`src/rtl/dm_lsu.sv`:
```
// Data-memory load/store unit: byte/half/word accesses, lane enables, alignment
// exceptions, configurable SRAM read latency and last-store forwarding.
module dm_lsu #(
  parameter int ADDR_W = 9,
  parameter int RD_LAT = 1,
  parameter int FWD_EN = 1
) (
  input  logic              clk,
  input  logic              resetn,
  input  logic              req_valid,
  output logic              req_ready,
  input  logic              req_wr,
  input  logic [1:0]        req_size,
  input  logic              req_signed,
  input  logic [ADDR_W-1:0] req_addr,
  input  logic [31:0]       req_wdata,
  output logic              resp_valid,
  output logic [31:0]       resp_rdata,
  output logic              resp_adel,
  output logic              resp_ades,
  output logic [ADDR_W-1:0] resp_badvaddr,
  output logic              data_sram_en,
  output logic [3:0]        data_sram_wen,
  output logic [31:0]       data_sram_addr,
  output logic [31:0]       data_sram_wdata,
  input  logic [31:0]       data_sram_rdata
);

  localparam int IDX_W = ADDR_W - 2;
  localparam int PAD_W = 32 - ADDR_W;
  localparam int CNT_W = (RD_LAT > 1) ? $clog2(RD_LAT) : 1;
  localparam logic [CNT_W-1:0] CNT_LAST = CNT_W'(RD_LAT - 1);

  typedef enum logic [2:0] {
    S_IDLE  = 3'd0,
    S_ISSUE = 3'd1,
    S_WAIT  = 3'd2,
    S_FWD   = 3'd3,
    S_EXC   = 3'd4,
    S_DONE  = 3'd5
  } state_t;

  state_t state_r, state_s;

  logic [CNT_W-1:0]  wait_cnt_r;
  logic              wr_r;
  logic [1:0]        size_r;
  logic              signed_r;
  logic [ADDR_W-1:0] addr_r;
  logic [3:0]        lane_mask_r;
  logic [31:0]       lane_data_r;

  logic              fwd_valid_r;
  logic [IDX_W-1:0]  fwd_idx_r;
  logic [31:0]       fwd_data_r;
  logic [3:0]        fwd_mask_r;

  logic [IDX_W-1:0]  req_idx_s;
  logic [3:0]        req_mask_s;
  logic              req_mis_s;
  logic              fwd_hit_s;
  logic [31:0]       lane_bits_s;

  function automatic logic [3:0] lane_mask(input logic [1:0] size, input logic [1:0] off);
    logic [3:0] m;
    case (size)
      2'b00:   m = 4'b0001 << off;
      2'b01:   m = 4'b0011 << off;
      default: m = 4'b1111;
    endcase
    return m;
  endfunction

  function automatic logic misaligned(input logic [1:0] size, input logic [1:0] off);
    logic mis;
    case (size)
      2'b00:   mis = 1'b0;
      2'b01:   mis = off[0];
      default: mis = (off != 2'b00);
    endcase
    return mis;
  endfunction

  function automatic logic [31:0] lane_data(input logic [1:0] size, input logic [31:0] wdata);
    logic [31:0] d;
    case (size)
      2'b00:   d = {4{wdata[7:0]}};
      2'b01:   d = {2{wdata[15:0]}};
      default: d = wdata;
    endcase
    return d;
  endfunction

  function automatic logic [31:0] byte_expand(input logic [3:0] m);
    return {{8{m[3]}}, {8{m[2]}}, {8{m[1]}}, {8{m[0]}}};
  endfunction

  // Little-endian lane extraction followed by sign or zero extension.
  function automatic logic [31:0] load_extract(input logic [31:0] word, input logic [1:0] size,
                                               input logic sgn, input logic [1:0] off);
    logic [31:0] sh;
    logic [31:0] r;
    sh = word >> {off, 3'b000};
    case (size)
      2'b00:   r = {{24{sgn & sh[7]}}, sh[7:0]};
      2'b01:   r = {{16{sgn & sh[15]}}, sh[15:0]};
      default: r = word;
    endcase
    return r;
  endfunction

  // Request decode: alignment and forward-buffer coverage of the incoming load.
  always_comb begin
    req_idx_s  = req_addr[ADDR_W-1:2];
    req_mask_s = lane_mask(req_size, req_addr[1:0]);
    req_mis_s  = misaligned(req_size, req_addr[1:0]);
    fwd_hit_s  = 1'b0;
    if ((FWD_EN != 0) && !req_wr && fwd_valid_r && (fwd_idx_r == req_idx_s) &&
        ((req_mask_s & ~fwd_mask_r) == 4'b0000)) begin
      fwd_hit_s = 1'b1;
    end else begin
      fwd_hit_s = 1'b0;
    end
  end

  // Next-state logic.
  always_comb begin
    state_s = state_r;
    case (state_r)
      S_IDLE: begin
        if (req_valid) begin
          if (req_mis_s) begin
            state_s = S_EXC;
          end else if (fwd_hit_s) begin
            state_s = S_FWD;
          end else begin
            state_s = S_ISSUE;
          end
        end else begin
          state_s = S_IDLE;
        end
      end
      S_ISSUE: begin
        if (wr_r) begin
          state_s = S_DONE;
        end else begin
          state_s = S_WAIT;
        end
      end
      S_WAIT: begin
        if (wait_cnt_r == CNT_LAST) begin
          state_s = S_DONE;
        end else begin
          state_s = S_WAIT;
        end
      end
      S_FWD:   state_s = S_DONE;
      S_EXC:   state_s = S_DONE;
      S_DONE:  state_s = S_IDLE;
      default: state_s = S_IDLE;
    endcase
  end

  // State register.
  always_ff @(posedge clk or negedge resetn) begin
    if (!resetn) begin
      state_r <= S_IDLE;
    end else begin
      state_r <= state_s;
    end
  end

  assign lane_bits_s = byte_expand(lane_mask_r);

  // Request capture, SRAM strobes, read-latency counter and response registers.
  always_ff @(posedge clk or negedge resetn) begin
    if (!resetn) begin
      req_ready       <= 1'b1;
      wait_cnt_r      <= {CNT_W{1'b0}};
      wr_r            <= 1'b0;
      size_r          <= 2'b00;
      signed_r        <= 1'b0;
      addr_r          <= {ADDR_W{1'b0}};
      lane_mask_r     <= 4'b0000;
      lane_data_r     <= 32'h0000_0000;
      resp_valid      <= 1'b0;
      resp_rdata      <= 32'h0000_0000;
      resp_adel       <= 1'b0;
      resp_ades       <= 1'b0;
      resp_badvaddr   <= {ADDR_W{1'b0}};
      data_sram_en    <= 1'b0;
      data_sram_wen   <= 4'b0000;
      data_sram_addr  <= 32'h0000_0000;
      data_sram_wdata <= 32'h0000_0000;
    end else begin
      req_ready       <= (state_s == S_IDLE);
      resp_valid      <= 1'b0;
      resp_rdata      <= 32'h0000_0000;
      resp_adel       <= 1'b0;
      resp_ades       <= 1'b0;
      resp_badvaddr   <= {ADDR_W{1'b0}};
      data_sram_en    <= 1'b0;
      data_sram_wen   <= 4'b0000;
      data_sram_addr  <= 32'h0000_0000;
      data_sram_wdata <= 32'h0000_0000;
      case (state_r)
        S_IDLE: begin
          if (req_valid) begin
            wr_r        <= req_wr;
            size_r      <= req_size;
            signed_r    <= req_signed;
            addr_r      <= req_addr;
            lane_mask_r <= req_mask_s;
            lane_data_r <= lane_data(req_size, req_wdata);
            if (state_s == S_ISSUE) begin
              data_sram_en   <= 1'b1;
              data_sram_wen  <= req_wr ? req_mask_s : 4'b0000;
              data_sram_addr <= {{PAD_W{1'b0}}, req_addr[ADDR_W-1:2], 2'b00};
              data_sram_wdata <= req_wr ? lane_data(req_size, req_wdata) : 32'h0000_0000;
            end
          end
        end
        S_ISSUE: begin
          wait_cnt_r <= {CNT_W{1'b0}};
          if (wr_r) begin
            resp_valid <= 1'b1;
          end
        end
        S_WAIT: begin
          if (wait_cnt_r == CNT_LAST) begin
            resp_valid <= 1'b1;
            resp_rdata <= load_extract(data_sram_rdata, size_r, signed_r, addr_r[1:0]);
          end else begin
            wait_cnt_r <= wait_cnt_r + CNT_W'(1);
          end
        end
        S_FWD: begin
          resp_valid <= 1'b1;
          resp_rdata <= load_extract(fwd_data_r, size_r, signed_r, addr_r[1:0]);
        end
        S_EXC: begin
          resp_valid    <= 1'b1;
          resp_adel     <= ~wr_r;
          resp_ades     <= wr_r;
          resp_badvaddr <= addr_r;
        end
        default: begin
        end
      endcase
    end
  end

  // Last-write buffer: same-word stores merge lanes, a different word replaces it.
  always_ff @(posedge clk or negedge resetn) begin
    if (!resetn) begin
      fwd_valid_r <= 1'b0;
      fwd_idx_r   <= {IDX_W{1'b0}};
      fwd_data_r  <= 32'h0000_0000;
      fwd_mask_r  <= 4'b0000;
    end else if ((FWD_EN != 0) && (state_r == S_ISSUE) && wr_r) begin
      fwd_valid_r <= 1'b1;
      fwd_idx_r   <= addr_r[ADDR_W-1:2];
      if (fwd_valid_r && (fwd_idx_r == addr_r[ADDR_W-1:2])) begin
        fwd_data_r <= (fwd_data_r & ~lane_bits_s) | (lane_data_r & lane_bits_s);
        fwd_mask_r <= fwd_mask_r | lane_mask_r;
      end else begin
        fwd_data_r <= lane_data_r & lane_bits_s;
        fwd_mask_r <= lane_mask_r;
      end
    end
  end

endmodule

```
`config.mk`:
```
export PLATFORM = sky130hd
export DESIGN_NAME = dm_lsu
export DESIGN_NICKNAME = d
export VERILOG_FILES = /design/src/rtl/dm_lsu.sv
export SDC_FILE = /design/constraint.sdc
export NUM_CORES = 1
export LEC_CHECK = 0
export CAP_MARGIN = 0
export CORE_MARGIN = 2
export CORE_UTILIZATION = 54
export DETAILED_ROUTE_END_ITERATION = 7
export GPL_TIMING_DRIVEN = 0
export PLACE_DENSITY = 0.85
export SKIP_CTS_REPAIR_TIMING = 1
export SYNTH_ARGS = -nofsm -noshare
export SYNTH_HDL_FRONTEND = slang
export SYNTH_SLANG_ARGS = --single-unit
```
`constraint.sdc`:
```
create_clock -name clk -period 4.2 [get_ports clk]
set_input_delay 1.26 -clock clk [delete_from_list [all_inputs] [get_ports clk]]
set_output_delay 1.26 -clock clk [all_outputs]
set_load 0.005 [all_outputs]
```
==> flow_metrics.py, run 1 <==
metrics = {
    "clock_network": {
        "h-tree-depth": 4,
        "cts_buffers": 17,
        "clkSinkCount": 185,
        "clk_latency_ps": 440,
        "tritoncts": "yes",
        "clk_pin_slew_ps": 60,
        "root_buffer": "clkbuf_16",
        "cts.path.max_buffers": 2,
    },
    "timing": {
        "worst_pin_slew_ps": 955,
        "rsz0062_at_grt": "false",
        "setup_viol": 0,
        "fin_crit_ps": 3160,
        "min_period_over_period_pct": 75.3,
        "slew_violations": 0,
        "fmax_mhz": 316,
        "finalHoldViolCount": 0,
        "clock_skew_ps": 8.81,
        "slew_headroom_pct": 36.1,
    },
    "setup_path": {
        "end_kind": "register",
        "cp_cell_sequence": "clkdlybuf4s50_1 -> nor4b_2 -> nand3_1 -> clkbuf_1 -> nor2_1",
        "crit_start": "req_valid",
        "criticalPathCategory": "in -> reg",
        "reg2reg_from": "state_r[0]",
        "cp_top_family": "simple AND/OR/NAND/NOR gates",
        "cp-start-kind": "input pin",
        "slowest_stage": "nand3_1",
        "cp_max_fo": 10,
        "crit_buf_inv": 2,
        "worstPathArrival_ps": 3500,
        "cpPeakStageDelay_ps": 570,
        "crit_required_ps": 4540,
    },
    "hold_path": {
        "min_path_type": "reg -> reg",
        "holdCritStartpoint": "fwd_mask_r[3]",
    },
    "route": {
        "final_antenna_net_count": 0,
        "wl_per_cell_um": 19.2,
        "drc_errors": 0,
        "drtIter0Drc": 824,
        "num_vias": 7176,
        "wirelength_um": 24100,
        "drt_pass1_iterations": 5,
        "vias_per_cell": 5.70,
    },
    "final_layout": {
        "drive_above_1_share_pct": 8.97,
        "seq_area_mm2": 0.00463,
        "nets": 1137,
        "syn_to_final_growth_pct": 31.3,
        "stdcell_count": 1258,
        "mostFrequentLayoutCells": "nand2_1 (184), dfrtp_1 (184), clkdlybuf4s50_1 (166)",
        "n_antenna_cell": 0,
        "multi_input_area_mm2": 0.00334,
        "fillers": 1071,
    },
    "placement": {
        "gp_congestion": 0.972,
        "io_buffers": 167,
        "dp.cells": 1226,
        "hpwl_um": 17400,
    },
    "logic_synthesis": {
        "syn_area_per_cell_um2": 9.86,
        "yosys.area.top_type": "dfrtp_1",
        "synthCells": 846,
        "yosysSeqAreaShare_pct": 55.5,
        "synth_area_leaders": "dfrtp_1 (55%), nand2_1 (8.3%), mux2i_1 (4.7%)",
        "synth_area_mm2": 0.00835,
        "yosys_warnings": 0,
        "async_flop_share_pct": 100,
        "synth_edf_count": 0,
        "synth_cell_types": 56,
        "yosysTopAreaCellShare_pct": 55.2,
        "ys.flop_type": "dfrtp_1",
        "ys_ff_latch": 185,
    },
    "power_and_ir_drop": {
        "powerDensity_mw_per_mm2": 621,
        "combPwrFrac_pct": 36.6,
        "vdd.ir_drop.worst_uv": 371,
        "pwr-share-clk_pct": 23.4,
        "switching_share_pct": 36.6,
        "p_int_mw": 4.32,
        "p_sw_mw": 2.49,
        "leakagePower_nw": 5.04,
        "seqPwrFrac_pct": 40.0,
        "power_mw": 6.81,
    },
    "global_routing": {
        "grt_busiest_layer": "met2",
        "gr-usage-met1_pct": 41.3,
        "grt_overflow": 0,
        "grt_max_degree": 123,
        "grt_pass1_wl_um": 37900,
        "grt_pass1_vias": 7042,
        "grtUsageMet2_pct": 47.2,
        "antenna_found_initial": 0,
        "grtUsageTotal_pct": 30.4,
        "use_met3_pct": 7.55,
    },
    "die": {
        "die_h_um": 128,
        "start_util_pct": 55.1,
        "die_area_mm2": 0.0165,
        "pin_count": 194,
        "die_w_um": 128,
        "core-area_mm2": 0.0151,
        "row_count": 45,
    },
    "run_status": {
        "outcome": "complete, no violations",
    },
    "job": {
        "drv_cap": 0,
    },
}
## power groups by stage
stage	Sequential, mW	Clock [mW]	Combinational (mW)
global route	2.77	1.69	2.73
finish	2.72	1.59	2.49
global placement	2.71	0	2.36
detailed placement	2.73	0	2.42
CTS	2.71	1.60	2.46
floorplan	2.61	0	1.54
## cell type report
class	count	area share, %
Sequential cell	185	42.3
Buffer	81	4.00
Timing Repair Buffer	168	15.5
Inverter	7	0.240
Clock buffer	25	4.52
Tap cell	188	2.15
Multi-Input combinational cell	597	30.5
Clock inverter	7	0.811
## cell families after synthesis
kind of cell              count (synthesis)  synth area share (%)
and+or+nand+nor                         325                  17.1
other                                     1                0.0449
muxes                                    50                  6.43
DFF                                     185                  55.5
AOI/OAI and AO/OA                       182                  13.8
xor gates and xnor gates                 15                  1.57
buffers and inverters                    88                  5.56
## synth_stat cells (12+ instances only)
cell and instances:
a21oi_1 61, a221o_1 16, and2_1 13, buf_4 26, clkbuf_1 38, dfrtp_1 184, mux2i_1 39, nand2_1 184
nor2_1 81, o21ai_0 65, o221ai_1 15, xnor2_1 12
## final timing paths
| path | endpoint | slack [ps] | cells after the start |
|---|---|---|---|
| setup reg to reg | data_sram_wdata[23] | 1690 | 5 |
| hold / removal | fwd_mask_r[3] | 480 | 1 |
| min in group asynchronous | resp_ades | 770 | 1 |
| max in group asynchronous | lane_data_r[29] | 2510 | 2 |
| hold reg to reg | fwd_mask_r[3] | 480 | 1 |
| setup / recovery | data_sram_wdata[23] | 1040 | 5 |
## metrics by stage
step           util, %  area [um2]  setup slack (ps)  hold WS [ps]  setup TNS, ps
2_1_floorplan        -        8440              1500           444              0
3_3_place_gp      68.3       10300             -5390           460        -990720
3_5_place_dp      68.5       10400               684           464              0
4_1_cts           72.4       11000              1140           484              0
5_1_grt           72.4       11000               947           497              0
6_report          72.4       11000              1040           482              0
## metal layers
metal,vias to the layer above,wire [um]
li1,3254,-
met1,3482,10100
met2,373,11300
met3,67,1970
met4,0,801
met5,-,0
(Power assumes the default switching activity.)
==> inputs of run 2 (changes only) <==
Settings changed: CORE_UTILIZATION 54 to 50, PLACE_DENSITY 0.85 to 0.8.
Clock period 4.2 ns to 3.1 ns, I/O delays scaled along.
==> flow_metrics.py, run 2 (synthesized netlist as in run 1, its figures left out) <==
metrics = {
    "clock_network": {
        "tritoncts": "yes",
        "cts.path.max_buffers": 2,
        "h-tree-depth": 4,
        "clkSinkCount": 185,
        "clk_pin_slew_ps": 60,
        "clk_latency_ps": 430,
        "cts_buffers": 17,
        "root_buffer": "clkbuf_16",
    },
    "route": {
        "vias_per_cell": 5.50,
        "wl_per_cell_um": 18.7,
        "wirelength_um": 24200,
        "num_vias": 7094,
        "drc_errors": 0,
        "drt_pass1_iterations": 7,
        "final_antenna_net_count": 0,
        "drtIter0Drc": 704,
    },
    "final_layout": {
        "syn_to_final_growth_pct": 32.4,
        "drive_above_1_share_pct": 9.35,
        "utilization_pct": 67.1,
        "stdcell_count": 1290,
        "mostFrequentLayoutCells": "nand2_1 (184), dfrtp_1 (184), clkdlybuf4s50_1 (166)",
        "n_antenna_cell": 0,
        "final_area_mm2": 0.0110,
        "nets": 1137,
    },
    "placement": {
        "io_buffers": 167,
        "dpl_cell_area_mm2": 0.0104,
        "place_ws_ps": -157,
        "hpwl_um": 17500,
        "dp.cells": 1258,
        "gp_congestion": 0.920,
    },
    "die": {
        "die_area_mm2": 0.0177,
        "row_count": 47,
        "pin_count": 194,
        "core-area_mm2": 0.0165,
        "die_w_um": 133,
        "die_h_um": 133,
        "start_util_pct": 50.7,
    },
    "setup_path": {
        "worstPathArrival_ps": 3100,
        "criticalPathCategory": "in -> reg",
        "end_kind": "register",
        "cp-start-kind": "input pin",
        "crit_start": "req_addr[1]",
        "crit_required_ps": 3380,
        "r2r_slack_ps": 610,
        "cp_max_fo": 10,
        "reg2reg_from": "state_r[0]",
    },
    "timing": {
        "clock_skew_ps": 7.13,
        "setup_ws_ps": 280,
        "whs_ps": 446,
        "finalHoldViolCount": 0,
        "fmax_mhz": 355,
        "slew_headroom_pct": 38.4,
        "min_period_over_period_pct": 91.0,
        "fin_crit_ps": 2820,
        "rsz0062_at_grt": "false",
        "setup_viol": 0,
        "slew_violations": 0,
        "worst_pin_slew_ps": 921,
    },
    "global_routing": {
        "grtUsageTotal_pct": 28.1,
        "grt_pass1_wl_um": 38000,
        "antenna_found_initial": 0,
        "grt_max_degree": 119,
        "grt_pass1_vias": 6907,
        "grt_overflow": 0,
    },
    "job": {
        "drv_cap": 0,
    },
    "power_and_ir_drop": {
        "vdd.ir_drop.worst_uv": 555,
        "leakagePower_nw": 5.06,
        "powerDensity_mw_per_mm2": 844,
    },
    "hold_path": {
        "min_path_type": "in -> async",
    },
    "run_status": {
        "outcome": "complete, no violations",
    },
}
## run 2: cell types whose count changed in the layout (fill, tap and decap cells not counted), sizes merged
cell	delta
clkbuf	-3
clkinv	-1
inv	+1
clkinvlp	+2
bufinv	+1
## run 2: final cells by class
cell class	instances	area, um2
Timing Repair Buffer	168	1700
Inverter	7	26.3
Buffer	81	438
Fill cell	1283	5420
Sequential cell	185	4630
Clock buffer	22	494
Multi-Input combinational cell	597	3340
Tap cell	220	275
Clock inverter	10	138
## run 2: critical path, cell delays in order
cell and delay [ps]:
clkdlybuf4s50_1 600, nor2_1 90, or2_2 300, clkbuf_1 160
nand3_1 380, clkbuf_1 480, nor2_1 170
## run 2: where the power goes
| part | internal (mW) | switching, mW |
|---|---|---|
| Sequential | 3.15 | 0.536 |
| Clock | 1.38 | 0.919 |
| Combinational | 1.43 | 1.92 |
## run 2: through the flow
step	TNS [ps]	power (mW)
5_1_grt	0	9.85
6_report	0	9.33
3_3_place_gp	-1158840	6.88
2_1_floorplan	0	5.63
3_5_place_dp	-3040	6.97
4_1_cts	0	9.30
## run 2: layer usage
layer	routed length [um]	GRT usage, %
met5	0	0
met4	640	10.8
met3	1550	5.18
met1	10600	38.9
met2	11400	44.5
## run 2: worst paths after layout
path	endpoint	depth (start not counted)
min	resp_badvaddr[4]	1
max reg2reg	lane_data_r[2]	6
max	data_sram_wdata[23]	7
max in group asynchronous	lane_data_r[3]	2
min in group clk	register	2
min reg2reg	register	2
